===== src/rtl/adder_result_uart_tx.sv =====
// ---------------------------------------------------------------------------
// adder_result_uart_tx
//
// Serializes one adder result ({carry, sum}) into a fixed UART 8N1 frame of
// NUM_BYTES = DATA_W/8 + 1 bytes. The sum bytes go out least-significant
// first, then a final byte {7'b0, carry}. Each byte has a start bit (0), 8
// data bits LSB first and a stop bit (1). There is no gap between the bytes
// of a frame. One result is accepted per frame through a valid/ready
// handshake; there is no queue.
//
// Ports:
//   clk_i    in   system clock, rising edge
//   rst_ni   in   asynchronous active-low reset (released synchronously)
//   sum_i    in   [DATA_W-1:0] adder sum
//   carry_i  in   adder carry-out
//   valid_i  in   sum_i/carry_i valid
//   ready_o  out  high while idle; an accept happens when valid_i && ready_o
//   tx_o     out  UART serial line, idle high, driven straight from a flop
//   busy_o   out  frame in progress
//   done_o   out  one-cycle pulse in the first idle cycle after a frame
// ---------------------------------------------------------------------------
module adder_result_uart_tx #(
    parameter int CLKS_PER_BIT = 868,
    parameter int DATA_W       = 64
) (
    input  logic              clk_i,
    input  logic              rst_ni,
    input  logic [DATA_W-1:0] sum_i,
    input  logic              carry_i,
    input  logic              valid_i,
    output logic              ready_o,
    output logic              tx_o,
    output logic              busy_o,
    output logic              done_o
);

    localparam int NUM_BYTES = DATA_W / 8 + 1;
    localparam int FRAME_W   = NUM_BYTES * 8;
    localparam int BAUD_W    = $clog2(CLKS_PER_BIT);
    localparam int BYTE_W    = $clog2(NUM_BYTES + 1);
    localparam logic [BAUD_W-1:0] BAUD_LAST = BAUD_W'(CLKS_PER_BIT - 1);
    localparam logic [BYTE_W-1:0] BYTE_LAST = BYTE_W'(NUM_BYTES - 1);

    typedef enum logic [1:0] {
        S_IDLE  = 2'd0,
        S_START = 2'd1,
        S_DATA  = 2'd2,
        S_STOP  = 2'd3
    } state_t;

    state_t               r_state, w_state_nxt;
    logic [BAUD_W-1:0]    r_baud, w_baud_nxt;
    logic [2:0]           r_bit, w_bit_nxt;
    logic [BYTE_W-1:0]    r_byte, w_byte_nxt;
    logic [FRAME_W-1:0]   r_frame, w_frame_nxt;
    logic                 r_tx, w_tx_nxt;
    logic                 r_done, w_done_nxt;
    logic [1:0]           r_rst_sync;
    logic                 w_rst_n;
    logic                 w_accept;
    logic                 w_bit_end;

    // Reset asserts immediately and releases on a clock edge, so the whole
    // block leaves reset in the same cycle.
    always_ff @(posedge clk_i or negedge rst_ni) begin
        if (!rst_ni) begin
            r_rst_sync <= 2'b00;
        end else begin
            r_rst_sync <= {r_rst_sync[0], 1'b1};
        end
    end

    assign w_rst_n = r_rst_sync[1];

    assign w_accept  = valid_i && (r_state == S_IDLE);
    assign w_bit_end = (r_baud == BAUD_LAST);

    always_comb begin
        w_state_nxt = r_state;
        w_baud_nxt  = w_bit_end ? '0 : r_baud + 1'b1;
        w_bit_nxt   = r_bit;
        w_byte_nxt  = r_byte;
        w_frame_nxt = r_frame;
        w_done_nxt  = 1'b0;
        w_tx_nxt    = 1'b1;

        case (r_state)
            S_IDLE: begin
                w_baud_nxt = '0;
                if (w_accept) begin
                    w_state_nxt = S_START;
                    w_frame_nxt = {{(FRAME_W - DATA_W - 1){1'b0}}, carry_i, sum_i};
                    w_byte_nxt  = '0;
                    w_bit_nxt   = '0;
                end
            end
            S_START: begin
                if (w_bit_end) begin
                    w_state_nxt = S_DATA;
                    w_bit_nxt   = '0;
                end
            end
            S_DATA: begin
                if (w_bit_end) begin
                    if (r_bit == 3'd7) begin
                        w_state_nxt = S_STOP;
                    end else begin
                        w_bit_nxt = r_bit + 3'd1;
                    end
                end
            end
            S_STOP: begin
                if (w_bit_end) begin
                    if (r_byte == BYTE_LAST) begin
                        w_state_nxt = S_IDLE;
                        w_done_nxt  = 1'b1;
                    end else begin
                        // The byte on the wire is always the low byte of the
                        // frame register.
                        w_state_nxt = S_START;
                        w_byte_nxt  = r_byte + 1'b1;
                        w_frame_nxt = r_frame >> 8;
                    end
                end
            end
            default: begin
                w_state_nxt = S_IDLE;
            end
        endcase

        // The line level is computed from the next state so that tx_o comes
        // out of a flop with no extra cycle of latency.
        case (w_state_nxt)
            S_START: w_tx_nxt = 1'b0;
            S_DATA:  w_tx_nxt = w_frame_nxt[w_bit_nxt];
            default: w_tx_nxt = 1'b1;
        endcase
    end

    always_ff @(posedge clk_i or negedge w_rst_n) begin
        if (!w_rst_n) begin
            r_state <= S_IDLE;
            r_baud  <= '0;
            r_bit   <= '0;
            r_byte  <= '0;
            r_frame <= '0;
            r_tx    <= 1'b1;
            r_done  <= 1'b0;
        end else begin
            r_state <= w_state_nxt;
            r_baud  <= w_baud_nxt;
            r_bit   <= w_bit_nxt;
            r_byte  <= w_byte_nxt;
            r_frame <= w_frame_nxt;
            r_tx    <= w_tx_nxt;
            r_done  <= w_done_nxt;
        end
    end

    assign ready_o = (r_state == S_IDLE);
    assign busy_o  = (r_state != S_IDLE);
    assign tx_o    = r_tx;
    assign done_o  = r_done;

endmodule


===== config.mk =====
export PLATFORM = sky130hd
export DESIGN_NAME = adder_result_uart_tx
export DESIGN_NICKNAME = d
export VERILOG_FILES = /design/src/rtl/adder_result_uart_tx.sv
export SDC_FILE = /design/constraint.sdc
export NUM_CORES = 1
export LEC_CHECK = 0
export BUFFER_PORTS_ARGS = -buffer_cell sky130_fd_sc_hd__buf_2
export CAP_MARGIN = 0
export CELL_PAD_IN_SITES_DETAIL_PLACEMENT = 0
export CELL_PAD_IN_SITES_GLOBAL_PLACEMENT = 2
export CORE_MARGIN = 5
export CORE_UTILIZATION = 36
export CTS_BUF_LIST = sky130_fd_sc_hd__clkbuf_2 sky130_fd_sc_hd__clkbuf_4 sky130_fd_sc_hd__clkbuf_8
export DETAILED_ROUTE_END_ITERATION = 7
export MAX_ROUTING_LAYER = met4
export PLACE_DENSITY = 0.84
export SLEW_MARGIN = 25
export SYNTH_ARGS = -nofsm -noshare
export SYNTH_HDL_FRONTEND = slang
export SYNTH_SLANG_ARGS = --single-unit

===== constraint.sdc =====
create_clock -name clk_i -period 2.99 [get_ports clk_i]
set_input_delay 0 -clock clk_i [delete_from_list [all_inputs] [get_ports clk_i]]
set_output_delay 0 -clock clk_i [all_outputs]
set_load 0.01 [all_outputs]

Yosys cells after proc, flatten, opt, wreduce, memory -nomap -nowiden
Cells that the tools add are included.
{"block": "word_totals", "input_bits": 68, "word_cells": 57, "reg_bits": 95}
{"block": "classes", "n_reduce_logical": 5, "n_eq_ne": 11, "addsub": 3, "muxes": 28, "n_lt_le_gt_ge": 1}
{"operator": "$mux W72", "n": 3}
{"operator": "$pmux W72 S2", "n": 1}
{"operator": "$mux W10", "n": 2}
{"operator": "$mux W3", "n": 4}
{"operator": "$mux W4", "n": 3}
{"operator": "$add A10 B1 Y10 const B", "n": 1}
{"operator": "$eq A10 B10 Y1 const B", "n": 1}
{"operator": "$mux W2", "n": 5}
{"operator": "$pmux W3 S3", "n": 1}
{"operator": "$lt A3 B8 Y1 const B", "n": 1}
{"operator": "$pmux W2 S4", "n": 1}
{"operator": "$pmux W4 S2", "n": 1}
{"operator": "$eq A2 B2 Y1 const B", "n": 3}
{"operator": "$mux W1", "n": 5}
{"operator": "$add A4 B1 Y4 const B", "n": 1}
{"operator": "$eq A2 B1 Y1 const B", "n": 2}
{"operator": "$eq A4 B4 Y1 const B", "n": 1}
{"operator": "$ne A2 B2 Y1 const B", "n": 2}
{"operator": "$reduce_and A4 Y1", "n": 1}
{"operator": "$reduce_bool A2 Y1", "n": 2}
{"operator": "$add A3 B1 Y3 const B", "n": 1}
{"operator": "$bmux W1 S3", "n": 1}
{"operator": "$eq A3 B3 Y1 const B", "n": 1}
{"operator": "$logic_not A2 Y1", "n": 1}
{"operator": "3 further kinds", "n": 3}

Logic depth before layout (Yosys ltp)
{"block": "depth", "ltp_word": 7, "mapped_depth": 10, "ltp_nobuf": 9}

Worst setup path before layout
OpenSTA, ideal clock, no wires.
{"block": "synth_path", "path_kind": "reg2reg", "start": "register r_baud[0]", "end": "register r_tx (netlist: tx_o)", "n_path_buf": 0, "stages_incl_launch_ff": 9, "slack_ps": 702, "arrival_time_ps": 2193, "synth_period_minus_slack_ps": 2288, "cell_sequence": "dfrtp_1 ha_1 nor3b_4 nand3_4 a2111oi_4 a21o_2 mux2_1 a32oi_1 a32oi_1"}
{"block": "synth_between", "elab_chain_len": 6}
{"element": "start, declared", "line": "52", "rtl": "logic [BAUD_W-1:0] r_baud, w_baud_nxt;"}
{"element": "start signal, assigned", "line": "151", "rtl": "r_baud <= w_baud_nxt;"}
{"element": "$eq A10 B10 Y1 *", "line": "76", "rtl": "assign w_bit_end = (r_baud == BAUD_LAST);"}
{"element": "$mux W3 (tied with other cells)", "line": "104", "rtl": "if (w_bit_end) begin"}
{"element": "$pmux W3 S3 or $pmux W72 S2 (tied branches)", "line": "87", "rtl": "case (r_state)"}
{"element": "$bmux W1 S3", "line": "135", "rtl": "S_DATA: w_tx_nxt = w_frame_nxt[w_bit_nxt];"}
{"element": "$mux W1 (implied by the code)", "line": "135"}
{"element": "$pmux W1 S2 *", "line": "133", "rtl": "case (w_state_nxt)"}
{"element": "via w_tx_nxt", "line": "56", "rtl": "logic r_tx, w_tx_nxt;"}
{"element": "end signal, assigned", "line": "155", "rtl": "r_tx <= w_tx_nxt;"}
{"element": "end, declared", "line": "56"}
Mark *: on every way through the listed nets, which the timed path passes. The rest lies on a longest branch. The select of a mux whose other input is x is not followed.
A chain may end at the register's enable or synchronous reset.

Worst setup path in the final report
Ends and elaborated chain as after synthesis.

==> results.txt <==
----------------------------------------------------
[Finish]
  Fraction of the core area covered by cells at the end of the flow ... 47.5%
  Number of fillers in the final layout ... 1118
  Synth-to-Final Area Change ... 29.9%
  Leading cell type in the layout, fill and taps excluded ... nor2_1
  Count of nets after finishing ... 655
  Number of diodes added for antenna fixing ... 0
  Commonest cells after routing, fill and taps aside ... nor2_1, dfrtp_1, buf_2, dlygate4sd3_1, a221oi_1
  Share of cells above drive strength 1 ... 19.4%

[Detailed routing]
  Number of routed nets with antenna violations ... 0
  Number of design rule violations left after detail routing ... 0
  Final wirelength ... 11.7 mm
  Number of DRC violations after detailed-routing iteration 0 ... 220
  Total via count in the routed design ... 3876
  Detailed-router iteration count before antenna repair ... 4
  Via density per instance ... 5.32
  Wire length per cell after detailed routing ... 16.0 um

[Worst hold path]
  Worst hold path cell count ... 4
  Type of the worst min-delay path ... in -> reg

[Timing]
  Hold violation total from the final report ... 0
  Final Skew ... 0.0102 ns
  Worst slew margin relative to its limit ... 47.3%
  Post-route clock period utilization ... 85.2%
  Hold Slack ... 0.0287 ns
  Fmax ... 392 MHz
  Setup repair after global routing missed its margin ... no
  Endpoints failing setup ... 0
  Min Tclk post-route ... 2.55 ns
  Setup TNS ... 0 ns
  Transition time at the pin with the least slew margin ... 0.791 ns
  Final Max Slew Viols ... 0

[Logic synthesis]
  Total nets after synthesis ... 533
  Mean Syn Cell Area ... 9.58 um2
  Post-synth EDFFs ... 0
  Post-synth top flop ... dfrtp_1
  Warnings from Yosys ... 0
  Number of synthesized register bits ... 88
  Synth unique cells ... 51
  Share of synthesized area occupied by flip-flops and latches ... 50.4%
  Instance count of the mapped netlist ... 456
  Mapped cell area ... 4370 um2
  Fraction of registers with async set/reset ... 100%

[CTS]
  CTS Buf Count ... 9
  Number of buffers on the longest clock path ... 2
  CTS H-tree depth ... 3
  Clock-pin slew of the registers on the worst-case setup and hold paths ... 0.09 ns
  Sinks on the clock net ... 88
  Worst-Skew Late Latency ... 0.35 ns
  CTS tree ... yes
  Setup Buffers After CTS ... 0
  Clock root cell ... clkbuf_8

[Worst setup path]
  Critical Path Start Type ... flip-flop
  Worst r2r dst ... tx_o
  Kind of critical path ... reg -> reg
  Top fanout value on the critical path ... 10
  Startpoint of the lowest-slack register-to-register path ... r_baud[0]
  Worst-case reg-to-reg path depth ... 8
  Critical Path Sink Type ... flip-flop
  Worst EP arrival ... 2.81 ns
  Required @ worst endpoint ... 3.25 ns
  Endpoint of the worst setup timing path ... tx_o
  Crit path launch ... r_baud[0]
  R2r setup slk ... 0.44 ns

[Power]
  Power Density ... 778 nW/um2
  Reported leakage power ... 2.59 nW
  Peak supply drop ... 0.309 mV

[Die]
  Initial Util ... 36.5%
  Height of the die ... 120 um
  Total core area ... 12000 um2
  FP Rows ... 40
  Horiz. Die Dim ... 120 um
  Count of boundary I/O pins ... 72
  Die Footprint ... 14400 um2

[Run status]
  Run status ... completed

[GRT]
  First-pass GRT wire length ... 19.8 mm
  Via count of the first global-routing pass ... 3996
  Overall routing resource usage ... 17.2%
  Initial antenna violation count ... 0
  Largest net degree at the start of global routing ... 61
  Sum of overflow across all layers after global routing ... 0

[Placement]
  Number of port buffers ... 71
  HPWL after detailed placement ... 7.48 mm
  RePlAce Congestion ... 0.815

[Flow run]
  Max-Cap Viols ... 0

----------------------------------------------------
## synth_stat cells (3+ instances only)
cell type | n | area (um2)
inv_1 | 10 | 37.5
a211oi_1 | 3 | 22.5
a21oi_1 | 8 | 40.0
nor2_1 | 121 | 454
a22o_1 | 12 | 105
o21ai_0 | 9 | 45.0
xnor2_1 | 3 | 26.3
a221oi_1 | 49 | 429
clkbuf_1 | 22 | 82.6
nand2_1 | 34 | 128
xor2_1 | 7 | 61.3
ha_1 | 9 | 113
dfrtp_1 | 87 | 2180
a32oi_1 | 3 | 26.3
nor3b_1 | 3 | 22.5
a311o_1 | 7 | 70.1
buf_2 | 7 | 35.0
nand3_1 | 14 | 70.1
nand4_1 | 4 | 25.0
nor3_1 | 7 | 35.0
## worst min path at each step
stage	end	start	slack (ns)
floorplan	r_rst_sync[0]	rst_ni	-0.30
global placement	r_rst_sync[0]	rst_ni	-0.21
detailed placement	r_rst_sync[0]	rst_ni	-0.21
CTS	r_frame[1]	sum_i[1]	0.02
global route	r_frame[1]	sum_i[1]	0.03
finish	r_frame[1]	sum_i[1]	0.03
## sequential cells by signal, summed over array words and instances (netlist names)
signal	count
r_frame	65
r_rst_sync	2
r_baud	10
done_o	1
r_bit	3
r_byte	4
r_state	2
tx_o	1
## kinds of logic (layout without fill, tap and decap cells)
kind of cell	count (synthesis)	count (layout)	synth area share [%]
AOI/OAI and AO/OA	100	100	19.1
DFF	88	88	50.4
buffers and inverters	42	168	3.98
muxes	3	3	0.745
adders and majority gates	9	9	2.58
xor gates and xnor gates	10	10	2.00
and+or+nand+nor	203	203	21.1
other	1	1	0.0858
## report_power, final
| group | internal [W] | total, W | switching (W) |
|---|---|---|---|
| sequential | 0.00166 | 0.00196 | 0.000299 |
| clock | 0.000303 | 0.000738 | 0.000435 |
| combinational | 0.000745 | 0.00172 | 0.000979 |
| total | 0.00270 | 0.00442 | 0.00171 |
## layer usage
metal / global-route usage [%] / up-vias / part of all wire (%)
met1: 22.5 / 1902 / 45
met3: 3.30 / 10 / 3.9
li1: - / 1881 / -
met4: 2.93 / 0 / 0.74
met5: - / - / 0
met2: 28.3 / 83 / 50
## stage by stage
stage                     instances  power [W]  area [um2]  setup slack, ns
after floorplan                 456    0.00317        4370            0.359
after global placement          654    0.00363        4910            0.513
after detailed placement        654    0.00366        4910            0.450
after CTS                       729    0.00448        5680            0.423
after global routing            729    0.00480        5680            0.167
final                           729    0.00442        5680            0.442
## layout make-up
type                       count  area (um2)  share of cell area [%]
clock buffer                   9         124                    2.18
clock inverter                 6        46.3                   0.816
inverter                      11        41.3                   0.727
multi-input combinational    326        2020                    35.6
sequential                    88        2210                    38.9
tap                          147         184                    3.24
timing repair buffer         142        1050                    18.5
## what timing repair did
action | in CTS | in global routing
resized for setup | 0 | 0
endpoints found under the setup margin | 0 | 0
hold endpoints to repair | 60 | 0
hold buffers | 60 | 0
## critical path: stages (launching register included)
cell	delay [ns]
dfrtp_1	0.40
ha_1	0.21
nor3b_4	0.31
nand3_4	0.19
a2111oi_4	0.48
a21o_2	0.22
mux2_1	0.33
a32oi_1	0.19
a32oi_1	0.12
No activity file was read; power rests on OpenSTA's default activity.
